--- src/rtl/serial_alu_pkg.sv ---
// Shared types for the serial ALU: operation encoding, FSM states and defaults.
package serial_alu_pkg;

    localparam int ALU_WIDTH_DEFAULT = 16;
    localparam int ALU_DIGIT_DEFAULT = 4;

    // Encodings 12..15 are left unused and are reported as illegal.
    typedef enum logic [3:0] {
        ALU_ADD   = 4'd0,
        ALU_SUB   = 4'd1,
        ALU_SLT   = 4'd2,
        ALU_SLTU  = 4'd3,
        ALU_AND   = 4'd4,
        ALU_OR    = 4'd5,
        ALU_XOR   = 4'd6,
        ALU_SLL   = 4'd7,
        ALU_SRL   = 4'd8,
        ALU_SRA   = 4'd9,
        ALU_LUI   = 4'd10,
        ALU_AUIPC = 4'd11
    } alu_op_t;

    typedef enum logic [1:0] {
        IDLE  = 2'd0,
        ARITH = 2'd1,
        SHIFT = 2'd2,
        FIN   = 2'd3
    } serial_alu_state_t;

    // True for every encoding the ALU knows how to execute.
    function automatic logic is_legal_op(input alu_op_t op);
        case (op)
            ALU_ADD, ALU_SUB, ALU_SLT, ALU_SLTU, ALU_AND, ALU_OR,
            ALU_XOR, ALU_SLL, ALU_SRL, ALU_SRA, ALU_LUI, ALU_AUIPC: return 1'b1;
            default: return 1'b0;
        endcase
    endfunction

    // Ops that run the subtract datapath (inverted b, carry-in 1).
    function automatic logic is_sub_op(input alu_op_t op);
        return (op == ALU_SUB) || (op == ALU_SLT) || (op == ALU_SLTU);
    endfunction

endpackage

--- src/rtl/serial_digit_adder.sv ---
// Combinational DIGIT-bit adder slice with optional b inversion for subtraction.
module serial_digit_adder #(
    parameter int DIGIT = 4
) (
    input  logic [DIGIT-1:0] a,
    input  logic [DIGIT-1:0] b,
    input  logic             invert_b,
    input  logic             carry_in,
    output logic [DIGIT-1:0] sum,
    output logic             carry_out
);

    logic [DIGIT:0] total;

    // One digit of a + (b or ~b) + carry_in, carry out taken from the top bit.
    always_comb begin
        total     = {1'b0, a} + {1'b0, (invert_b ? ~b : b)} + {{DIGIT{1'b0}}, carry_in};
        sum       = total[DIGIT-1:0];
        carry_out = total[DIGIT];
    end

endmodule

--- src/rtl/serial_alu.sv ---
// Digit-serial ALU: arithmetic/logic one digit per cycle, shifts one bit per cycle.
module serial_alu
    import serial_alu_pkg::*;
#(
    parameter  int WIDTH = ALU_WIDTH_DEFAULT,
    parameter  int DIGIT = ALU_DIGIT_DEFAULT,
    localparam int SHW   = $clog2(WIDTH) + 1
) (
    input  logic             clk,
    input  logic             rst_n,
    input  logic             start,
    input  logic             flush,
    input  alu_op_t          op,
    input  logic [WIDTH-1:0] a,
    input  logic [WIDTH-1:0] b,
    output logic             ready,
    output logic             done,
    output logic [WIDTH-1:0] result,
    output logic             illegal
);

    localparam int N = WIDTH / DIGIT;

    serial_alu_state_t state;
    alu_op_t           op_q;
    logic [WIDTH-1:0]  a_q;
    logic [WIDTH-1:0]  b_q;
    logic [WIDTH-1:0]  work_q;
    logic              carry_q;
    logic              a_msb_q;
    logic              b_msb_q;
    logic              shift_en_q;
    logic [SHW-1:0]    count_q;

    logic              sub_mode;
    logic [DIGIT-1:0]  sum_digit;
    logic [DIGIT-1:0]  digit_out;
    logic              carry_out;
    logic [WIDTH-1:0]  arith_next;
    logic [WIDTH-1:0]  arith_final;
    logic [WIDTH-1:0]  shift_next;
    logic [SHW-1:0]    shift_amt;

    assign shift_amt = b[SHW-1:0];
    assign sub_mode  = is_sub_op(op_q);

    // Cycles spent in SHIFT: one per bit moved, at least 1, at most WIDTH.
    function automatic logic [SHW-1:0] shift_cycles(input logic [SHW-1:0] amt);
        if (amt == '0)
            return SHW'(1);
        else if (amt >= SHW'(WIDTH))
            return SHW'(WIDTH);
        else
            return amt;
    endfunction

    serial_digit_adder #(.DIGIT(DIGIT)) u_adder (
        .a         (a_q[DIGIT-1:0]),
        .b         (b_q[DIGIT-1:0]),
        .invert_b  (sub_mode),
        .carry_in  (carry_q),
        .sum       (sum_digit),
        .carry_out (carry_out)
    );

    // Next digit of the result, final compare value, and the next one-bit shift step.
    always_comb begin
        digit_out = sum_digit;
        case (op_q)
            ALU_AND: digit_out = a_q[DIGIT-1:0] & b_q[DIGIT-1:0];
            ALU_OR:  digit_out = a_q[DIGIT-1:0] | b_q[DIGIT-1:0];
            ALU_XOR: digit_out = a_q[DIGIT-1:0] ^ b_q[DIGIT-1:0];
            default: ;
        endcase

        arith_next  = {digit_out, work_q[WIDTH-1:DIGIT]};
        arith_final = arith_next;
        case (op_q)
            ALU_SLTU: arith_final = {{(WIDTH-1){1'b0}}, ~carry_out};
            ALU_SLT:  arith_final = {{(WIDTH-1){1'b0}},
                                     (a_msb_q != b_msb_q) ? a_msb_q : sum_digit[DIGIT-1]};
            default: ;
        endcase

        shift_next = work_q;
        if (shift_en_q) begin
            case (op_q)
                ALU_SLL: shift_next = {work_q[WIDTH-2:0], 1'b0};
                ALU_SRL: shift_next = {1'b0, work_q[WIDTH-1:1]};
                ALU_SRA: shift_next = {work_q[WIDTH-1], work_q[WIDTH-1:1]};
                default: ;
            endcase
        end
    end

    // Control FSM plus operand/working registers; done/illegal/result are registered on entry to FIN.
    always_ff @(posedge clk or negedge rst_n) begin
        if (!rst_n) begin
            state      <= IDLE;
            op_q       <= ALU_ADD;
            a_q        <= '0;
            b_q        <= '0;
            work_q     <= '0;
            carry_q    <= 1'b0;
            a_msb_q    <= 1'b0;
            b_msb_q    <= 1'b0;
            shift_en_q <= 1'b0;
            count_q    <= '0;
            ready      <= 1'b1;
            done       <= 1'b0;
            illegal    <= 1'b0;
            result     <= '0;
        end else begin
            done    <= 1'b0;
            illegal <= 1'b0;
            case (state)
                IDLE: begin
                    if (start && !flush) begin
                        op_q       <= op;
                        a_q        <= a;
                        b_q        <= b;
                        work_q     <= a;
                        a_msb_q    <= a[WIDTH-1];
                        b_msb_q    <= b[WIDTH-1];
                        carry_q    <= is_sub_op(op);
                        shift_en_q <= (shift_amt != '0);
                        ready      <= 1'b0;
                        if (!is_legal_op(op)) begin
                            state   <= FIN;
                            result  <= '0;
                            done    <= 1'b1;
                            illegal <= 1'b1;
                        end else begin
                            case (op)
                                ALU_LUI: begin
                                    state  <= FIN;
                                    result <= b;
                                    done   <= 1'b1;
                                end
                                ALU_SLL, ALU_SRL, ALU_SRA: begin
                                    state   <= SHIFT;
                                    count_q <= shift_cycles(shift_amt);
                                end
                                default: begin
                                    state   <= ARITH;
                                    count_q <= SHW'(N);
                                end
                            endcase
                        end
                    end
                end
                ARITH: begin
                    if (flush) begin
                        state <= IDLE;
                        ready <= 1'b1;
                    end else begin
                        a_q     <= a_q >> DIGIT;
                        b_q     <= b_q >> DIGIT;
                        carry_q <= carry_out;
                        work_q  <= arith_next;
                        count_q <= count_q - SHW'(1);
                        if (count_q == SHW'(1)) begin
                            state  <= FIN;
                            result <= arith_final;
                            done   <= 1'b1;
                        end
                    end
                end
                SHIFT: begin
                    if (flush) begin
                        state <= IDLE;
                        ready <= 1'b1;
                    end else begin
                        work_q  <= shift_next;
                        count_q <= count_q - SHW'(1);
                        if (count_q == SHW'(1)) begin
                            state  <= FIN;
                            result <= shift_next;
                            done   <= 1'b1;
                        end
                    end
                end
                FIN: begin
                    state <= IDLE;
                    ready <= 1'b1;
                end
                default: begin
                    state <= IDLE;
                    ready <= 1'b1;
                end
            endcase
        end
    end

endmodule

--- config.mk ---
export PLATFORM = sky130hd
export DESIGN_NAME = serial_alu
export DESIGN_NICKNAME = d
export VERILOG_FILES = /design/src/rtl/serial_alu_pkg.sv /design/src/rtl/serial_digit_adder.sv /design/src/rtl/serial_alu.sv
export SDC_FILE = /design/constraint.sdc
export NUM_CORES = 1
export LEC_CHECK = 0
export CAP_MARGIN = 25
export CORE_MARGIN = 2
export CORE_UTILIZATION = 58
export DETAILED_ROUTE_END_ITERATION = 10
export DONT_BUFFER_PORTS = 1
export PLACE_DENSITY = 0.82
export SLEW_MARGIN = 15
export SYNTH_ARGS = -nofsm -noshare
export SYNTH_HDL_FRONTEND = slang
export SYNTH_SLANG_ARGS = --single-unit
--- constraint.sdc ---
create_clock -name clk -period 2.65 [get_ports clk]
set_clock_uncertainty 0.2 [all_clocks]
set_input_delay 0.53 -clock clk [delete_from_list [all_inputs] [get_ports clk]]
set_output_delay 0.53 -clock clk [all_outputs]
set_load 0.05 [all_outputs]
==> qor.txt <==
met3 GRT Util - 5.68%
cells along the critical path - nor2_4 > o21ai_4 > xnor2_2 > fa_2 > fa_2 > o22ai_2 > a221o_1 > a22oi_1 > o21ai_1
Synth warnings - 0
synth unique cells - 61
maximum single-stage delay on the critical path - 0.56 ns
Avg WL per Cell - 20.2 um
Synth async-reset ratio - 100%
Total GRT Usage - 29.6%
CP Launch Type - flop
Final period util - 103%
Post-synth EDFFs - 0
CP dominant cell by count - fa_2
Fin. Hold Viols - 0
max-slew violation count - 0
share of cells above drive strength 1 - 13.1%
Inserted Clock Buffers - 9
final setup fails - 2
Max H-tree Level - 3
ANT cells - 0
FF+latch count, synth - 82
Pre-antenna DRT Iters - 5
Final Critical Period - 2.72 ns
met1 usage - 42.0%
CTS tree - yes
Largest delay share family, worst path - adder cells
Starting Density - 59.0%
Final HPWL DP - 9920 um
Fill cells - 702
I/O Pins - 59
max_cap viols - 0
Post-Syn Area - 5090 um2
initial antenna violation count - 0
Finished Cell Area - 5610 um2
slowest stage cell, crit path - fa_2
RSZ-0062 raised after global routing - yes
CTS Root Cell - clkbuf_8
CP Capture Type - flop
Post-Synthesis Net Count - 632
largest net degree at the start of global routing - 83
vias - 4,456
Post-DP Area - 5290 um2
CP arrival - 2.77 ns
GRT overflow - 0
worst path buffer plus inverter count - 0
DRT Wirelength - 13,900 um
number of clock sinks - 82
Vias/cell - 6.50
RD Place Congestion - 0.929
die span in x - 97.7 um
DRT antenna net count - 0
Most Crowded Layer GR - met2
Row Count - 34
core area - 8640 um2
Net count, final - 632
met2 Resource Use GR - 44.8%
slew of the pin with the lowest slew margin - 0.555 ns
prevailing post-synth register cell - dfrtp_1
Area Overhead vs Synth - 10.1%
register area share after synthesis - 40.3%
critical path type - flop to flop
outcome - finished, violations left
f_max - 368 MHz
Avg Cell Area, Syn - 8.89 um2
setup_tns - -0.106 ns
Post-route DRC - 0
Worst EP required - 2.70 ns
clock buffer depth - 2
Rel. slew slack - 63.0%
clock-pin slew on the worst setup and hold paths - 0.09 ns
first-pass GRT wire length - 22,500 um
die height - 97.7 um
Multi-input gate area - 2820 um2
initial DRC count - 473
Hold Path Class - input pin to flop
PortBufs - 0
failing checks - setup timing
setup ws final - -0.0696 ns
FF+latch area - 2050 um2
Clk Latency, worst-skew pair - 0.36 ns
cells after synthesis - 573
vias in the first global route - 4,273
Critical Path Fanout Max - 2
die footprint - 9550 um2
## synth_stat cells, types with 2 or more instances
master     number  area, um2
nand2_1        25       93.8
nor2_1         90        338
a221oi_1       10       87.6
inv_1          27        101
a221o_1         2       20.0
nor4_1          2       12.5
mux2i_1        27        270
nand2b_1        2       12.5
nor3b_1         4       30.0
a22oi_1        16        120
o21ai_0        21        105
nor2b_1        18        113
buf_1           6       22.5
nor3_1         30        150
and2_1          2       12.5
a22o_1         13        114
buf_2          11       55.1
o2111ai_1       2       17.5
nand3_1         7       35.0
xnor2_1         5       43.8
a31oi_1         9       56.3
a22oi_2         3       37.5
fa_1            2       40.0
a21oi_1        56        280
o2bb2ai_1       2       17.5
buf_6           3       33.8
a211oi_1       12       90.1
nand3b_1        8       60.1
dfrtp_1        81       2030
a221oi_2        2       30.0
and4b_1         2       20.0
mux2_2          7       78.8
a2bb2oi_1       2       17.5
o211ai_1        2       15.0
buf_4           2       15.0
clkbuf_1       17       63.8
ha_1           17        213
o22ai_1         3       18.8
## logic make-up (layout without fill, tap and decap cells)
family          count (synthesis)  after routing  share of synthesized area [%]
simple gates                  199            199                           18.9
compound gates                166            166                           22.2
flops                          82             82                           40.3
buf+inv                        67             72                           5.80
mux                            34             34                           6.85
fa+ha+maj                      19             19                           4.96
xor+xnor                        6              6                           1.03
## state kept, by name, summed over array words and instances, names as in the netlist, 2 cells and up
| register | flops |
|---|---|
| op_q | 4 |
| work_q | 16 |
| a_q | 16 |
| count_q | 5 |
| result | 16 |
| b_q | 16 |
| state | 2 |
## cell type report
class | count | share of cell area, %
clock buffers | 9 | 2.21
clock inverters | 7 | 1.90
inverters | 28 | 1.87
multi-input cells | 424 | 50.3
flip-flops and latches | 82 | 36.6
well taps | 108 | 2.41
repair buffers | 28 | 4.73
## routing by layer
metal  vias up  part of all wire [%]
li1       2052                     -
met1      2142                    42
met2       222                    46
met3        40                   8.5
met4         0                   3.5
met5         -                     0
## metrics by stage
stage | util (%) | hold slack (ns) | cells | setup slack [ns]
floorplan | - | 0.0344 | 573 | 0.00775
global placement | 60.9 | 0.0365 | 665 | 0.0400
detailed placement | 61.2 | 0.0366 | 666 | -0.0263
CTS | 64.3 | 0.101 | 684 | -0.0441
global route | 64.9 | 0.105 | 686 | -0.163
finish | 64.9 | 0.107 | 686 | -0.0696
## layout by cell type, fill, tap and decap left out, types with 14 or more instances in the layout
cell type	n
a22oi_1	14
nor2_1	88
inv_1	27
nor2b_1	18
a21oi_1	55
nor3_1	30
o21ai_0	20
buf_4	24
ha_1	16
nand2_1	25
dfrtp_1	81
mux2i_1	27
## worst paths after layout
check,cells past startpoint,from,to,slack (ns)
hold reg to reg,1,a_msb_q,a_msb_q,0.32
max in group asynchronous,2,rst_n,a_msb_q,1.38
hold / removal,2,op[3],illegal,0.11
setup reg to reg,9,op_q[2],work_q[13],-0.07
min in group asynchronous,2,rst_n,count_q[2],0.54
setup / recovery,9,op_q[2],work_q[13],-0.07
## timing repair
action	in CTS	in global routing
gates resized for setup	1	8
pin swaps	2	2
setup buffers	0	2
hold buffers	2	0
setup endpoints to repair	3	12
gates cloned	0	0
endpoints found under the hold margin	82	0
Power is not shown: default switching activity piles up to over one toggle a cycle in this logic, so the estimate is an artifact.
